<file path="config.mk">
export PLATFORM = sky130hd
export DESIGN_NAME = mul_sequencer
export DESIGN_NICKNAME = d
export VERILOG_FILES = /design/src/rtl/mul_sequencer.sv
export SDC_FILE = /design/constraint.sdc
export NUM_CORES = 1
export LEC_CHECK = 0
export ABC_CLOCK_PERIOD_IN_PS = 3050
export CAP_MARGIN = 20
export CORE_MARGIN = 4
export CORE_UTILIZATION = 45
export CTS_CLUSTER_DIAMETER = 120
export CTS_CLUSTER_SIZE = 20
export DETAILED_ROUTE_END_ITERATION = 16
export GPL_ROUTABILITY_DRIVEN = 0
export PLACE_DENSITY = 0.68
export SLEW_MARGIN = 20
export SYNTH_ARGS = -nofsm -noshare
export SYNTH_HDL_FRONTEND = slang
export SYNTH_SLANG_ARGS = --single-unit
</file>
<file path="constraint.sdc">
create_clock -name clk_i -period 3.05 [get_ports clk_i]
set_input_delay 0.4575 -clock clk_i [delete_from_list [all_inputs] [get_ports clk_i]]
set_output_delay 0.4575 -clock clk_i [all_outputs]
set_load 0.01 [all_outputs]
</file>
<file path="src/rtl/mul_sequencer.sv">
// mul_sequencer: multi-cycle shift-add multiplier for MUL in the EX stage.
//
// Stalls the pipeline while a MUL runs, walks the multiplier one bit per cycle
// and returns the low XLEN bits of rs1_i * rs2_i. The result is the same for
// signed and unsigned operands.
//
// Optional build macro:
//   MUL_SEQUENCER_EARLY_EXIT_EN - finish as soon as no multiplier bits remain.
//                                 At least one RUN cycle always executes.
//
// Ports:
//   clk_i    - clock, rising edge
//   rst_i    - asynchronous reset, active low
//   start_i  - EX-stage instruction is MUL (held while stall_o is high)
//   flush_i  - EX-stage flush; aborts any operation, beats start_i
//   rs1_i    - multiplicand
//   rs2_i    - multiplier
//   stall_o  - freeze PC/IF/ID/ID-EX
//   done_o   - one-cycle pulse, result_o valid
//   result_o - low XLEN bits of the product, held until the next completion
module mul_sequencer #(
    parameter int unsigned XLEN  = 32,
    parameter int unsigned CNT_W = 6
) (
    input  logic            clk_i,
    input  logic            rst_i,
    input  logic            start_i,
    input  logic            flush_i,
    input  logic [XLEN-1:0] rs1_i,
    input  logic [XLEN-1:0] rs2_i,
    output logic            stall_o,
    output logic            done_o,
    output logic [XLEN-1:0] result_o
);

    typedef enum logic [1:0] {StIdle, StRun, StDone} state_e;

    state_e            state_q, state_d;
    logic [XLEN-1:0]   acc_q, acc_d;
    logic [XLEN-1:0]   mcand_q, mcand_d;
    logic [XLEN-1:0]   mplr_q, mplr_d;
    logic [XLEN-1:0]   result_q, result_d;
    logic [CNT_W-1:0]  cnt_q, cnt_d;
    logic [XLEN-1:0]   acc_sum;
    logic              last_iter;

    // Partial-product accumulate; carry out of the top bit is dropped.
    assign acc_sum = mplr_q[0] ? (acc_q + mcand_q) : acc_q;

`ifdef MUL_SEQUENCER_EARLY_EXIT_EN
    // Stop once the shifted-out multiplier would be all zero.
    assign last_iter = (cnt_q == CNT_W'(XLEN - 1)) || (mplr_q[XLEN-1:1] == '0);
`else
    assign last_iter = (cnt_q == CNT_W'(XLEN - 1));
`endif

    always_comb begin
        state_d  = state_q;
        acc_d    = acc_q;
        mcand_d  = mcand_q;
        mplr_d   = mplr_q;
        cnt_d    = cnt_q;
        result_d = result_q;

        unique case (state_q)
            StIdle: begin
                if (!flush_i && start_i) begin
                    mcand_d = rs1_i;
                    mplr_d  = rs2_i;
                    acc_d   = '0;
                    cnt_d   = '0;
                    state_d = StRun;
                end
            end
            StRun: begin
                if (flush_i) begin
                    state_d = StIdle;
                end else begin
                    acc_d   = acc_sum;
                    mcand_d = mcand_q << 1;
                    mplr_d  = mplr_q >> 1;
                    cnt_d   = cnt_q + CNT_W'(1);
                    if (last_iter) begin
                        result_d = acc_sum;
                        state_d  = StDone;
                    end
                end
            end
            // start_i here still belongs to the finishing instruction.
            StDone: begin
                state_d = StIdle;
            end
            default: begin
                state_d = StIdle;
            end
        endcase
    end

    always_ff @(posedge clk_i or negedge rst_i) begin
        if (!rst_i) begin
            state_q  <= StIdle;
            acc_q    <= '0;
            mcand_q  <= '0;
            mplr_q   <= '0;
            cnt_q    <= '0;
            result_q <= '0;
        end else begin
            state_q  <= state_d;
            acc_q    <= acc_d;
            mcand_q  <= mcand_d;
            mplr_q   <= mplr_d;
            cnt_q    <= cnt_d;
            result_q <= result_d;
        end
    end

    // Gated by rst_i so the pipeline is never frozen while in reset.
    assign stall_o  = rst_i && !flush_i &&
                      (((state_q == StIdle) && start_i) || (state_q == StRun));
    assign done_o   = (state_q == StDone);
    assign result_o = result_q;

endmodule

</file>
==> results.sh <==
export IMPL_post_synth_instance_area_um2=7370
export IMPL_async_reset_ff_share_pct=100
export IMPL_timing_rr_start="acc_q[21]"
export IMPL_drive_gt1_share_pct=8.02
export IMPL_design_final_nets=998
export IMPL_route_antenna_remaining_nets=0
export IMPL_worstSetupEndpointType="register"
export IMPL_finalHoldWorstSlack_ns=0.426
export IMPL_flop_and_latch_count_out_of_synthesis=136
export IMPL_total_power_uw=8090
export IMPL_drcViolationCount=0
export IMPL_critical_path_cell_chain="ha_1 -> a21oi_2 -> a21oi_1 -> a311o_1 -> a41o_1 -> or3_4 -> and3_4 -> or3_1 -> a31oi_1"
export IMPL_drt_wl_total_um=18100
export IMPL_synth_area_per_cell_um2=9.19
export IMPL_cp_slowest_stage_delay_ns=0.41
export IMPL_synth_enable_flop_cells=0
export IMPL_root_buffer="clkbuf_16"
export IMPL_worst_setup_hold_path_clk_slew_ns=0.06
export IMPL_numCtsBuffers=17
export IMPL_grt_use_total_pct=20.8
export IMPL_clock_sink_count=136
export IMPL_area_delta_synth_final_pct=26.2
export IMPL_critPathLaunch="acc_q[21]"
export IMPL_slew_violations=0
export IMPL_gr_total_overflow=0
export IMPL_initial_core_util_pct=46.2
export IMPL_hold_path_class="in2async"
export IMPL_drt_pre_antenna_iters=7
export IMPL_rsz0062_at_grt="no"
export IMPL_cp_data_required_time_ns=3.40
export IMPL_finalSetupViolCount=0
export IMPL_total_die_area_um2=18500
export IMPL_antenna_found_initial=0
export IMPL_max_vdd_drop_mv=0.426
export IMPL_via_count_of_the_first_global_routing_pass=6065
export IMPL_crit_path_max_fanout=6
export IMPL_critical_path_reg2reg_endpoint="result_o[31]"
export IMPL_cts_tree="yes"
export IMPL_timing_hold_violations_final=0
export IMPL_portion_of_the_clock_cycle_consumed_by_the_worst_path_in_the_final_layout_pct=93.4
export IMPL_status="completed"
export IMPL_clockBufferDepth=2
export IMPL_timing_critical_path_slowest_stage_cell="or3_4"
export IMPL_synth_top_flop_cell="dfrtp_1"
export IMPL_max_cap_violations=0
export IMPL_synth_yosys_seq_area_share_pct=46.2
export IMPL_sort_of_element_at_the_start_of_the_critical_path="register"
export IMPL_grt_max_degree=76
export IMPL_static_leakage_power_uw=0.00426
export IMPL_port_buffer_count=101
export IMPL_setup_worst_path_class="reg2reg"
export IMPL_n_antenna_cell=0
export IMPL_worst_r2r_setup_slack_ns=0.20
export IMPL_vias_per_cell=5.48
export IMPL_crit_end="result_o[31]"
export IMPL_cp_data_arrival_time_ns=3.19
export IMPL_post_synth_num_cell_types=56
export IMPL_final_period_minus_worst_setup_slack_ns=2.85
export IMPL_pwr_density_cell_nw_per_um2=870
export IMPL_detail_route_wl_per_cell_um=16.1
export IMPL_fp_row_count=46
export IMPL_die_width_um=136
export IMPL_tightestPinTransition_ns=0.940
export IMPL_die_height_um=136
export IMPL_grt_first_pass_wirelength_um=30500
export IMPL_maxSlewHeadroom_pct=37.3
export IMPL_synthCells=802
export IMPL_final_setup_tns_ns=0
export IMPL_clk_insertion_delay_late_ns=0.42
export IMPL_num_io_pins=102
export IMPL_place_hpwl_um=13100
export IMPL_htree_num_levels=4
export IMPL_ys_warn_count=0
export IMPL_floorplan_core_area_um2=15900
export IMPL_fin_skew_ns=0.00795
export IMPL_initialDrtViolationCount=370
export IMPL_reg2reg_depth=9
export IMPL_detailroute_via_count=6172
export IMPL_mappedNetlistNets=903
export IMPL_fmax_mhz=351
[timing repair]
item,in CTS,in global routing
gates resized for setup,0,4
buffers inserted,0,0
endpoints found under the hold margin,10,0
setup endpoints to repair,0,5
hold buffers,1,0
[routing by layer]
| metal | up-vias | share of wire (%) | GRT usage, % |
|---|---|---|---|
| li1 | 3060 | - | - |
| met1 | 2939 | 46 | 28.4 |
| met2 | 155 | 47 | 32.9 |
| met3 | 18 | 5.1 | 4.15 |
| met4 | 0 | 1.6 | 7.61 |
| met5 | - | 0 | 0 |
[layout make-up]
type | instances | area, µm²
Fill cell | 1411 | 6640
Timing Repair Buffer | 126 | 1210
Sequential cell | 136 | 3400
Clock inverter | 7 | 62.6
Inverter | 10 | 37.5
Tap cell | 216 | 270
Multi-Input combinational cell | 606 | 3780
Clock buffer | 25 | 536
[sequential cells by signal (all words and copies together) (netlist names)]
| signal | count |
|---|---|
| cnt_q | 6 |
| mplr_q | 32 |
| result_o | 32 |
| acc_q | 32 |
| mcand_q | 32 |
| state_q | 2 |
[synthesized netlist by cell type, types with 3 or more instances]
cell	number	share of area, %
xor2_1	9	1.1
a22o_1	23	2.7
a211oi_1	6	0.61
buf_1	9	0.46
a22oi_1	49	5.0
nand4_1	9	0.76
inv_1	10	0.51
clkbuf_1	39	2.0
o21ai_0	52	3.5
dfrtp_1	136	46
nand2b_1	3	0.25
o21bai_1	9	0.92
a21oi_1	46	3.1
o211ai_1	3	0.31
nor3b_1	6	0.61
ha_1	32	5.4
nand3_1	13	0.88
o21a_1	3	0.31
xnor2_1	22	2.6
nand2_1	176	9.0
nor2_1	41	2.1
and3_1	3	0.25
nor2b_1	7	0.59
a21o_1	14	1.4
nor3_1	3	0.20
and2_1	3	0.25
mux2i_1	24	3.3
a31oi_1	16	1.4
[placed cells by master (no fill, tap or decap), types with 3 or more instances in the layout]
master / Yosys / final
a211oi_1: 6 / 6
o21a_1: 3 / 3
mux2i_1: 24 / 24
xnor2_1: 22 / 22
nor2b_1: 7 / 7
a21o_1: 14 / 14
o21ai_0: 52 / 51
clkinv_2: 0 / 5
and3_1: 3 / 3
a22oi_1: 49 / 49
a21oi_1: 46 / 44
a31oi_1: 16 / 16
nor3_1: 3 / 3
clkbuf_8: 0 / 8
xor2_1: 9 / 9
dfrtp_1: 136 / 135
ha_1: 32 / 32
nand3_1: 13 / 13
clkdlybuf4s50_1: 0 / 100
o211ai_1: 3 / 3
clkbuf_16: 0 / 17
and2_1: 3 / 3
nand2_1: 176 / 176
nand2b_1: 3 / 3
nor2_1: 41 / 39
a22o_1: 23 / 23
buf_4: 0 / 23
inv_1: 10 / 10
nand4_1: 9 / 9
o21bai_1: 9 / 9
nor3b_1: 6 / 6
[cell families after synthesis]
logic type / after synthesis / share of synthesized area (%)
xor gates and xnor gates: 31 / 3.68
buffers and inverters: 60 / 3.17
adders and majority gates: 33 / 5.70
and+or+nand+nor: 277 / 16.3
muxes: 25 / 3.41
DFF: 136 / 46.2
AOI/OAI and AO/OA: 240 / 21.6
[worst max-delay path: cells and delay by family, from the launching register on]
family / cells / cell delay (ns)
AO/OA/AOI/OAI: 5 / 1.07
adder cells (fa/ha/maj): 1 / 0.40
flip-flops: 1 / 0.40
AND/OR/NAND/NOR: 3 / 0.91
[report_power, final]
part           internal (µW)  switching (µW)  total [µW]
Combinational           1530            1920        3450
Clock                   1290             755        2040
Sequential              2220             379        2600
Total                   5040            3050        8090
[through the flow]
stage / util (%) / std cells / setup slack, ns / cell area, µm²
final: 58.3 / 1126 / 0.202 / 9300
after global routing: 58.3 / 1126 / 0.0398 / 9300
after CTS: 58.2 / 1126 / 0.0613 / 9290
after detailed placement: 54.4 / 1093 / 0.0925 / 8680
after global placement: 54.4 / 1093 / 0.159 / 8680
after floorplan: - / 802 / 0.278 / 7370
[worst min-delay path by stage]
stage / startpoint / end / slack, ns / depth (start not counted)
global placement: rst_i / result_o[6] / 0.29 / 1
finish: rst_i / acc_q[11] / 0.43 / 2
floorplan: rst_i / acc_q[0] / 0.16 / 0
global route: rst_i / result_o[11] / 0.43 / 2
detailed placement: rst_i / result_o[7] / 0.29 / 1
CTS: rst_i / result_o[11] / 0.42 / 2
No activity file was read; power rests on OpenSTA's default activity.
